File: src/rtl/regfile_writeback_pkg.sv
// Shared types and widths for the regfile write-back front end.
//   DATA_WIDTH    : result width written into register_file (mirrors defs.vh `DATA_WIDTH)
//   REG_IDX_WIDTH : register index width (mirrors defs.vh `REG_IDX_WIDTH)
//   wb_entry_t    : one queued write {rd, data}
//   rr_t          : round-robin preference between the load and ALU sources
package regfile_writeback_pkg;

  localparam int DATA_WIDTH    = 32;
  localparam int REG_IDX_WIDTH = 5;

  typedef logic [REG_IDX_WIDTH-1:0] reg_idx_t;
  typedef logic [DATA_WIDTH-1:0]    data_t;

  typedef struct packed {
    reg_idx_t rd;
    data_t    data;
  } wb_entry_t;

  typedef enum logic {
    RR_MEM = 1'b0,
    RR_ALU = 1'b1
  } rr_t;

endpackage

File: src/rtl/regfile_writeback_if.sv
// Bus bundle between execute/memory producers, decode and regfile_writeback.
//   alu_*/mem_* : valid/ready result handshakes (rd, data)
//   wr/rd/wd    : register_file write port
//   rs1/rs2     : decode source indices; pend_rs1/pend_rs2 hazard flags
//   count       : queue occupancy
// slave is the write-back block; master is the surrounding pipeline.
interface regfile_writeback_if
  import regfile_writeback_pkg::*;
#(
  parameter int DEPTH = 4
);
  logic                     alu_valid;
  logic                     alu_ready;
  reg_idx_t                 alu_rd;
  data_t                    alu_data;
  logic                     mem_valid;
  logic                     mem_ready;
  reg_idx_t                 mem_rd;
  data_t                    mem_data;
  logic                     wr;
  reg_idx_t                 rd;
  data_t                    wd;
  reg_idx_t                 rs1;
  reg_idx_t                 rs2;
  logic                     pend_rs1;
  logic                     pend_rs2;
  logic [$clog2(DEPTH):0]   count;

  modport slave (
    input  alu_valid, alu_rd, alu_data,
    input  mem_valid, mem_rd, mem_data,
    input  rs1, rs2,
    output alu_ready, mem_ready,
    output wr, rd, wd,
    output pend_rs1, pend_rs2, count
  );

  modport master (
    output alu_valid, alu_rd, alu_data,
    output mem_valid, mem_rd, mem_data,
    output rs1, rs2,
    input  alu_ready, mem_ready,
    input  wr, rd, wd,
    input  pend_rs1, pend_rs2, count
  );
endinterface

File: src/rtl/regfile_writeback_wb_queue.sv
// wb_queue: DEPTH-entry synchronous FIFO of pending register writes.
//   clk, rst_n   : clock, synchronous active-low reset (control state only)
//   i_push       : write i_entry at the tail (ignored when full)
//   i_pop        : drop the head entry (ignored when empty)
//   o_count      : occupied entries
//   o_head       : head entry, valid while o_count != 0
//   o_ent_vld    : per-slot occupied flag
//   o_ent_rd     : per-slot destination index, meaningful where o_ent_vld is set
module wb_queue
  import regfile_writeback_pkg::*;
#(
  parameter int DEPTH = 4
) (
  input  logic                      clk,
  input  logic                      rst_n,
  input  logic                      i_push,
  input  wb_entry_t                 i_entry,
  input  logic                      i_pop,
  output logic [$clog2(DEPTH):0]    o_count,
  output wb_entry_t                 o_head,
  output logic [DEPTH-1:0]          o_ent_vld,
  output reg_idx_t [DEPTH-1:0]      o_ent_rd
);
  localparam int PTR_W = $clog2(DEPTH);
  localparam int CNT_W = PTR_W + 1;

  wb_entry_t          r_mem [DEPTH];
  logic [PTR_W-1:0]   r_wptr;
  logic [PTR_W-1:0]   r_rptr;
  logic [CNT_W-1:0]   r_count;
  logic [DEPTH-1:0]   r_vld;

  logic               w_do_push;
  logic               w_do_pop;
  logic [DEPTH-1:0]   w_vld_nxt;

  // Full check uses start-of-cycle occupancy: a same-cycle pop does not make room.
  assign w_do_push = i_push && (r_count < CNT_W'(DEPTH));
  assign w_do_pop  = i_pop  && (r_count != '0);

  // Payload storage carries no reset; occupancy is tracked by r_vld/r_count.
  always_ff @(posedge clk) begin
    if (w_do_push) r_mem[r_wptr] <= i_entry;
  end

  // Pop is cleared before push is set; they can only share a slot when the
  // queue is empty (no pop) or full (no push), so the order never matters.
  always_comb begin
    w_vld_nxt = r_vld;
    if (w_do_pop)  w_vld_nxt[r_rptr] = 1'b0;
    if (w_do_push) w_vld_nxt[r_wptr] = 1'b1;
  end

  always_ff @(posedge clk) begin
    if (!rst_n) begin
      r_wptr  <= '0;
      r_rptr  <= '0;
      r_count <= '0;
      r_vld   <= '0;
    end else begin
      r_vld <= w_vld_nxt;
      if (w_do_push) r_wptr <= r_wptr + 1'b1;
      if (w_do_pop)  r_rptr <= r_rptr + 1'b1;
      case ({w_do_push, w_do_pop})
        2'b10:   r_count <= r_count + 1'b1;
        2'b01:   r_count <= r_count - 1'b1;
        default: r_count <= r_count;
      endcase
    end
  end

  always_comb begin
    o_ent_rd = '0;
    for (int i = 0; i < DEPTH; i++) o_ent_rd[i] = r_mem[i].rd;
  end

  assign o_count   = r_count;
  assign o_head    = r_mem[r_rptr];
  assign o_ent_vld = r_vld;

endmodule

File: src/rtl/regfile_writeback.sv
// regfile_writeback: collects ALU and load results, queues them and drives
// register_file at one write per cycle, with pending-write hazard flags for decode.
//   clk   : rising-edge clock
//   rst_n : synchronous active-low reset; discards every queued write
//   bus   : regfile_writeback_if.slave (producer handshakes, register_file
//           write port, rs1/rs2 hazard lookup, occupancy count)
module regfile_writeback
  import regfile_writeback_pkg::*;
#(
  parameter int DEPTH = 4
) (
  input  logic                 clk,
  input  logic                 rst_n,
  regfile_writeback_if.slave   bus
);
  localparam int CNT_W = $clog2(DEPTH) + 1;

  rr_t                  r_rr;

  logic [CNT_W-1:0]     w_count;
  wb_entry_t            w_head;
  logic [DEPTH-1:0]     w_ent_vld;
  reg_idx_t [DEPTH-1:0] w_ent_rd;

  logic                 w_not_full;
  logic                 w_grant_alu;
  logic                 w_grant_mem;
  logic                 w_alu_ready;
  logic                 w_mem_ready;
  logic                 w_alu_fire;
  logic                 w_mem_fire;
  logic                 w_contested;
  wb_entry_t            w_push_entry;
  logic                 w_push;
  logic                 w_pop;
  logic                 w_wr;
  logic                 w_pend_rs1;
  logic                 w_pend_rs2;

  // A source loses its grant only when the other source is also valid and
  // currently preferred, so an idle bus shows both readies high.
  assign w_not_full  = w_count < CNT_W'(DEPTH);
  assign w_grant_alu = !bus.mem_valid || (r_rr == RR_ALU);
  assign w_grant_mem = !bus.alu_valid || (r_rr == RR_MEM);

  // Readies drop during reset so no producer sees a handshake that reset discards.
  assign w_alu_ready = rst_n && w_grant_alu && w_not_full;
  assign w_mem_ready = rst_n && w_grant_mem && w_not_full;
  assign w_alu_fire  = bus.alu_valid && w_alu_ready;
  assign w_mem_fire  = bus.mem_valid && w_mem_ready;
  assign w_contested = bus.alu_valid && bus.mem_valid && (w_alu_fire || w_mem_fire);

  assign w_push_entry = w_mem_fire ? '{rd: bus.mem_rd, data: bus.mem_data}
                                   : '{rd: bus.alu_rd, data: bus.alu_data};
  // x0 results complete the handshake but are never stored.
  assign w_push = (w_alu_fire || w_mem_fire) && (w_push_entry.rd != '0);
  // register_file always accepts, so the head retires whenever it exists.
  assign w_pop  = w_count != '0;

  always_ff @(posedge clk) begin
    if (!rst_n) begin
      r_rr <= RR_MEM;
    end else if (w_contested) begin
      r_rr <= (r_rr == RR_MEM) ? RR_ALU : RR_MEM;
    end
  end

  wb_queue #(
    .DEPTH (DEPTH)
  ) u_wb_queue (
    .clk       (clk),
    .rst_n     (rst_n),
    .i_push    (w_push),
    .i_entry   (w_push_entry),
    .i_pop     (w_pop),
    .o_count   (w_count),
    .o_head    (w_head),
    .o_ent_vld (w_ent_vld),
    .o_ent_rd  (w_ent_rd)
  );

  // The head retiring this cycle is still occupied, so it still flags a hazard.
  always_comb begin
    w_pend_rs1 = 1'b0;
    w_pend_rs2 = 1'b0;
    for (int i = 0; i < DEPTH; i++) begin
      if (w_ent_vld[i] && (w_ent_rd[i] == bus.rs1)) w_pend_rs1 = 1'b1;
      if (w_ent_vld[i] && (w_ent_rd[i] == bus.rs2)) w_pend_rs2 = 1'b1;
    end
    if (bus.rs1 == '0) w_pend_rs1 = 1'b0;
    if (bus.rs2 == '0) w_pend_rs2 = 1'b0;
  end

  // The write is suppressed during reset so a discarded head never lands.
  assign w_wr = rst_n && w_pop;

  assign bus.alu_ready = w_alu_ready;
  assign bus.mem_ready = w_mem_ready;
  assign bus.wr        = w_wr;
  assign bus.rd        = w_wr ? w_head.rd   : '0;
  assign bus.wd        = w_wr ? w_head.data : '0;
  assign bus.pend_rs1  = w_pend_rs1;
  assign bus.pend_rs2  = w_pend_rs2;
  assign bus.count     = w_count;

endmodule

File: src/flat_wrapper.sv
// flat-port wrapper written by rule: the top's interface ports become plain ports
module regfile_writeback_flat import regfile_writeback_pkg::*;
#(
  parameter int DEPTH = 4
)
  (clk, rst_n, bus_alu_valid, bus_alu_rd, bus_alu_data, bus_mem_valid, bus_mem_rd, bus_mem_data, bus_rs1, bus_rs2, bus_alu_ready, bus_mem_ready, bus_wr, bus_rd, bus_wd, bus_pend_rs1, bus_pend_rs2, bus_count);
  regfile_writeback_if #(.DEPTH(DEPTH)) bus_i ();
  input  logic clk;
  input  logic rst_n;
  input wire logic [$bits(bus_i.alu_valid)-1:0] bus_alu_valid;
  input wire logic [$bits(bus_i.alu_rd)-1:0] bus_alu_rd;
  input wire logic [$bits(bus_i.alu_data)-1:0] bus_alu_data;
  input wire logic [$bits(bus_i.mem_valid)-1:0] bus_mem_valid;
  input wire logic [$bits(bus_i.mem_rd)-1:0] bus_mem_rd;
  input wire logic [$bits(bus_i.mem_data)-1:0] bus_mem_data;
  input wire logic [$bits(bus_i.rs1)-1:0] bus_rs1;
  input wire logic [$bits(bus_i.rs2)-1:0] bus_rs2;
  output wire logic [$bits(bus_i.alu_ready)-1:0] bus_alu_ready;
  output wire logic [$bits(bus_i.mem_ready)-1:0] bus_mem_ready;
  output wire logic [$bits(bus_i.wr)-1:0] bus_wr;
  output wire logic [$bits(bus_i.rd)-1:0] bus_rd;
  output wire logic [$bits(bus_i.wd)-1:0] bus_wd;
  output wire logic [$bits(bus_i.pend_rs1)-1:0] bus_pend_rs1;
  output wire logic [$bits(bus_i.pend_rs2)-1:0] bus_pend_rs2;
  output wire logic [$bits(bus_i.count)-1:0] bus_count;
  assign bus_i.alu_valid = bus_alu_valid;
  assign bus_i.alu_rd = bus_alu_rd;
  assign bus_i.alu_data = bus_alu_data;
  assign bus_i.mem_valid = bus_mem_valid;
  assign bus_i.mem_rd = bus_mem_rd;
  assign bus_i.mem_data = bus_mem_data;
  assign bus_i.rs1 = bus_rs1;
  assign bus_i.rs2 = bus_rs2;
  assign bus_alu_ready = bus_i.alu_ready;
  assign bus_mem_ready = bus_i.mem_ready;
  assign bus_wr = bus_i.wr;
  assign bus_rd = bus_i.rd;
  assign bus_wd = bus_i.wd;
  assign bus_pend_rs1 = bus_i.pend_rs1;
  assign bus_pend_rs2 = bus_i.pend_rs2;
  assign bus_count = bus_i.count;
  regfile_writeback #(.DEPTH(DEPTH)) u_core (.clk(clk), .rst_n(rst_n), .bus(bus_i));
endmodule
File: config.mk
export PLATFORM = sky130hd
export DESIGN_NAME = regfile_writeback_flat
export DESIGN_NICKNAME = d
export VERILOG_FILES = /design/src/rtl/regfile_writeback_pkg.sv /design/src/rtl/regfile_writeback_if.sv /design/src/rtl/regfile_writeback_wb_queue.sv /design/src/rtl/regfile_writeback.sv /design/src/flat_wrapper.sv
export SDC_FILE = /design/constraint.sdc
export NUM_CORES = 1
export LEC_CHECK = 0
export BUFFER_PORTS_ARGS = -buffer_cell sky130_fd_sc_hd__clkbuf_2
export CORE_AREA = 5 5 204 157
export CTS_BUF_LIST = sky130_fd_sc_hd__clkbuf_16
export DETAILED_ROUTE_END_ITERATION = 12
export DIE_AREA = 0 0 209 162
export SLEW_MARGIN = 20
export SYNTH_ARGS = -nofsm -noshare
export SYNTH_HDL_FRONTEND = slang
export SYNTH_SLANG_ARGS = --single-unit
File: constraint.sdc
create_clock -name clk -period 2.92 [get_ports clk]
set_input_delay 0.146 -clock clk [delete_from_list [all_inputs] [get_ports clk]]
set_output_delay 0.146 -clock clk [all_outputs]
set_load 0.02 [all_outputs]
; ---- Word level (Yosys, flattened, before mapping)
; Memory sizes are Yosys's and may differ from the RTL's. A register that Yosys moved wholly into a read port is not among the register bits.
; Cells that the tools add are included.
[word_totals]
regBits = 12
latch_bits = 0
ram_bits = 148
mem_bits_ro = 0
in_bits = 88
output_inout_bits = 45
wordCells = 85
memories = 1
[mem_list]
columns = memory, depth, width, read_ports, rd_clocked_by_memory_dff, wr, line_no
row1 = u_core.u_wb_queue.r_mem, 4, 37, 5, 1, 1, regfile_writeback_wb_queue.sv:27  ; wb_entry_t r_mem [DEPTH];
[op_classes]
addsub = 4
mul = 0
div = 0
n_lt_le_gt_ge = 5
n_eq_ne = 10
shift = 0
mux = 25
bitwise_logic = 4
n_reduce_logical = 31
[op_table]
columns = op, n
row1 = 5-bit == test, 8
row2 = 37-bit 2-to-1 mux, 1
row3 = 32-bit 2-to-1 mux, 1
row4 = 1-bit logical AND, 21
row5 = 1-bit 2-to-1 mux, 15
row6 = 5-bit logical NOT, 2
row7 = 4-bit 2-to-1 mux, 2
row8 = "2-bit by 3-bit less-than comparator with 1-bit output, second input constant", 2
row9 = 3-bit case mux with 2 select lines, 1
row10 = 5-bit 2-to-1 mux, 1
row11 = 5-bit nonzero test, 1
row12 = "2-bit by 1-bit adder with 2-bit output, second input constant", 2
row13 = 4-bit AND, 1
row14 = 1-bit demux with 2-bit select, 2
row15 = "2-bit by 1-bit greater-or-equal comparator with 1-bit output, second input constant", 2
row16 = 2-bit 2-to-1 mux, 2
row17 = 4-bit inverter, 1
row18 = 4-bit OR, 1
row19 = "3-bit by 1-bit adder with 3-bit output, second input constant", 1
row20 = 1-bit logical OR, 3
row21 = "3-bit less-than comparator, second input constant", 1
row22 = 3-bit nonzero test, 1
row23 = "3-bit by 1-bit subtractor with 3-bit output, second input constant", 1
row24 = "2-bit by 1-bit == test with 1-bit output, second input constant", 1
row25 = 4 further kinds, 5

; ---- Depth between registers and ports, before layout
[depth]
depth_word = 11
ltp_mapped = 10
depth_no_buf = 10

; ---- Cells and area by module
; A second synthesis with hierarchy kept.
[hier_totals]
hier_cells = 457
area_unflattened_um2 = 7722.4
[by_module_without_submodules]
columns = mod, instances, cells_per_inst, area_per_inst_um2, seq_area_each_um2
row1 = wb_queue, 1, 280, 6204.7, 4704.5
row2 = regfile_writeback, 1, 177, 1517.7, 20.0

; ---- Worst setup path before layout
; Ideal clock, no wire load.
[synth_timing]
kind = register -> register
start = reg u_core.u_wb_queue.r_count[2] (netlist: u_core.u_wb_queue.o_count[2])
end = reg u_core.u_wb_queue.r_count[2] (netlist: u_core.u_wb_queue.o_count[2])
setup_ps = 76
arrival_ps = 2329
t_required_ps = 2844
slack_ps = 515
path_stages_with_launch = 10
path_buffers = 2
period_less_slack_ps = 2405
path_cell_list = dfxtp_1 -> or3_1 -> clkbuf_1 -> clkbuf_1 -> ha_1 -> inv_1 -> fa_1 -> xor2_1 -> or3_1 -> a21boi_0
[synth_via]
elab_chain_len = 9
word_cells_on_any_way = 17
classes_between = add/sub (2) / order compare (1) / eq/ne (2) / mux (2) / reduce/logical (10)
[synth_lines]
columns = item, line_no
row1 = start: declaration, regfile_writeback_wb_queue.sv:30  ; logic [CNT_W-1:0] r_count;
row2 = start signal: assignment, regfile_writeback_wb_queue.sv:65  ; 2'b10: r_count <= r_count + 1'b1;
row3 = start signal: assignment, regfile_writeback_wb_queue.sv:66  ; 2'b01: r_count <= r_count - 1'b1;
row4 = start signal: assignment, regfile_writeback_wb_queue.sv:67  ; default: r_count <= r_count;
row5 = 3-bit less-than comparator, "regfile_writeback_wb_queue.sv:38, regfile_writeback.sv:42"
row6 = 1-bit logical AND, regfile_writeback.sv:48  ; assign w_mem_ready = rst_n && w_grant_mem && w_not_full;
row7 = 1-bit logical AND, regfile_writeback.sv:50  ; assign w_mem_fire = bus.mem_valid && w_mem_ready;
row8 = 37-bit 2-to-1 mux, regfile_writeback.sv:53  ; assign w_push_entry = w_mem_fire ? '{rd: bus.mem_rd, data: bus.mem_data}
row9 = 5-bit nonzero test, regfile_writeback.sv:56  ; assign w_push = (w_alu_fire || w_mem_fire) && (w_push_entry.rd != '0);
row10 = 1-bit logical AND, regfile_writeback.sv:56
row11 = 1-bit logical AND, regfile_writeback_wb_queue.sv:38  ; assign w_do_push = i_push && (r_count < CNT_W'(DEPTH));
row12 = 2-bit by 1-bit == test with 1-bit output or 2-bit == test (tied branches), regfile_writeback_wb_queue.sv:64  ; case ({w_do_push, w_do_pop})
row13 = 3-bit case mux with 2 select lines or 2-bit nonzero test (tied branches), --
; Several ways; a longest one is shown, not always the timed one.
; A chain may end at the register's enable or synchronous reset.

==> impl_metrics.csv <==
group,metric,value,unit
outcome,outcome,"completed",
sta,slew_headroom,55.93,%
synth,syn-num-nets,533,
floorplan,core,29730,sq um
placed_design,placed_cells,941,
route,drt_iter0_markers,244,
cts,cts-buffers-inserted,17,
route,viasPerCell,4.322,
cells_and_area,syn_to_final_growth,23.88,%
cells_and_area,antennaDiodeCount,0,
global_routing,grt_max_degree,52,
cells_and_area,final_common_cell,"edfxtp_1",
placed_design,place_hpwl,11.49,mm
sta,worst_pin_slew,661.0,ps
floorplan,dieHeight,162,um
route,drc_errors,0,
sta,setup_violations,0,
setup_path,arrival,2150,ps
sta,timing.fmax,0.4352,GHz
synth,yosysWarnings,0,
power,p_leak,3.330,nW
cells_and_area,final_cell_mix,"148 x edfxtp_1, 132 x clkbuf_2, 37 x mux4_2, 37 x and3_1",
sta,setup-tns-final,0,ps
cts,ctsHoldBuffers,0,
sta,min_period,2298,ps
power,power_density,807.4,nW/um^2
setup_path,required,2770,ps
cts,clk_path_buf_depth,2,
synth,synthCells,435,
cts,cts.sinks,162,
synth,async_flop_share,0,%
cts,clkSlewWorstSetupHoldPaths,70,ps
cts,cts_tree,"yes",
global_routing,antenna_found_initial,2,
synth,synth-seq-cells,162,
sta,skew,7.966,ps
setup_path,critPathLaunchType,"flip-flop",
cts,clk-insertion-delay-late,410,ps
cts,root_buffer,"clkbuf_16",
placed_design,place_congestion,0.8197,
setup_path,crit_path_end_kind,"primary output",
cells_and_area,final_net_count,659,
synth,synth_area,7313,sq um
route,totalWireLength,17.60,mm
min_path,holdPathStages,2,
synth,ys_seq_area_share,64.60,%
min_path,worstHoldStart,"bus_alu_data[1]",
route,vias,4205,
global_routing,grt_pass1_vias,4478,
synth,synth_flop_cell,"edfxtp_1",
floorplan,die_w,209,um
floorplan,io_pins,133,
setup_path,worstSetupPathType,"flip-flop to primary output",
flow_run,drv_cap,0,
route,drt_pass1_iterations,4,
floorplan,initial_core_util,24.60,%
floorplan,placementRows,55,
sta,hold-worst-slack,85.12,ps
cts,cts-resized-gates,0,
cells_and_area,drive_gt1_share,43.73,%
cts,cts_max_level,4,
cts,post_cts.repair.setup_buffers,0,
route,wl_per_cell,18.09,um
setup_path,reg2regPathDepth,10,
synth,syn_area_per_cell,16.81,sq um
placed_design,port_buffers,132,
sta,maxSlewViolCount,0,
cells_and_area,fin_cells,973,
synth,synth.distinct_cells,38,
power,vdd_drop_max,0.0003841,V
setup_path,critPathMaxFanout,19,
sta,hold_viol,0,
global_routing,grt_use_total,10.46,%
setup_path,r2r_start,"u_core.r_rr",
sta,rsz0062_at_grt,"no",
global_routing,grt_pass1_wl,26.95,mm
route,antenna_left,0,
synth,synth-edff-count,148,
sta,fin_crit_sh,78.68,%
floorplan,die_area,33860,sq um
min_path,min_path_type,"primary input to flip-flop",
global_routing,grt_overflow,0,
==> registers in the layout, indices dropped and copies added (netlist names), named ones only <==
register                     cells
u_core.u_wb_queue.r_wptr         2
u_core.u_wb_queue.o_ent_vld      4
u_core.r_rr                      1
u_core.u_wb_queue.o_count        3
u_core.u_wb_queue.r_mem        148
u_core.u_wb_queue.r_rptr         2
==> through the flow <==
step                      utilization, %  setup WS (ps)  cell area (sq um)  power (mW)
after floorplan                        -          515.3               7313       4.340
after global placement             28.32          399.4               8421       4.980
after detailed placement           28.32          374.5               8421       5.004
after CTS                          30.48          518.7               9060       7.438
after global routing               30.48          498.9               9060       7.707
final                              30.48          622.5               9060       7.315
==> cell usage after synthesis (3+ instances only) <==
| master | instances | share of area, % |
|---|---|---|
| xor2_1 | 33 | 4.0 |
| and3_1 | 37 | 3.2 |
| and2_1 | 4 | 0.34 |
| inv_1 | 11 | 0.56 |
| nand2_1 | 10 | 0.51 |
| clkbuf_1 | 20 | 1.0 |
| mux2_1 | 4 | 0.62 |
| mux4_2 | 37 | 11 |
| a31o_1 | 4 | 0.48 |
| nand3_1 | 8 | 0.55 |
| or3_1 | 3 | 0.26 |
| ha_1 | 9 | 1.5 |
| buf_2 | 6 | 0.41 |
| or4_1 | 3 | 0.31 |
| o21ai_0 | 5 | 0.34 |
| buf_1 | 3 | 0.15 |
| dfxtp_1 | 14 | 3.8 |
| and2_4 | 4 | 0.48 |
| edfxtp_1 | 148 | 61 |
| xnor2_1 | 10 | 1.2 |
| nor4_1 | 8 | 0.68 |
| mux2_2 | 33 | 5.1 |
==> critical path: stages, from the launching register on <==
cell and delay [ps]:
dfxtp_2 690, buf_4 330, mux4_2 330, and3_1 220, clkbuf_2 160
==> worst paths after layout <==
path                            slack (ps)                       endpoint
worst min register to register         510    u_core.u_wb_queue.r_wptr[1]
worst max register to register         790   u_core.u_wb_queue.o_count[2]
worst min-delay path                    90  u_core.u_wb_queue.r_mem[3][1]
worst max-delay path                   620                     bus_wd[19]
==> final cells by class <==
class                      instances  area, sq um
clock buffer                      17        425.4
multi-input combinational        231         2420
timing repair buffer             138        730.7
sequential                       162         4730
inverter                          11        41.29
tap                              399        499.2
clock inverter                    15        214.0
fill                            2977        20670
==> routing by layer <==
metal | GRT usage (%) | wire length, um | vias to the layer above
met5 | 0 | 27 | -
met4 | 2.431 | 211 | 4
met3 | 3.591 | 1096 | 21
met2 | 16.29 | 7887 | 129
met1 | 14.19 | 8375 | 2105
li1 | - | - | 1946
==> report_power, final <==
group          internal, mW  total (mW)  leakage, nW  switching [mW]
clock                  1.51        2.42        0.312           0.904
combinational         0.842        1.87         1.56            1.03
sequential             2.84        3.03         1.46           0.184
total                  5.20        7.32         3.33            2.12
==> kinds of logic (layout without fill, tap and decap cells) <==
kind of cell               count (synthesis)  in the layout  synth area share, %
DFF                                      162            162                64.60
and+or+nand+nor                           85             85                7.032
muxes                                     74             74                17.09
xor gates and xnor gates                  43             43                5.150
buffers and inverters                     42            181                2.327
AOI/OAI and AO/OA                         19             19                1.984
adders and majority gates                 10             10                1.814
Note: power is estimated with default switching activity, not from simulation.
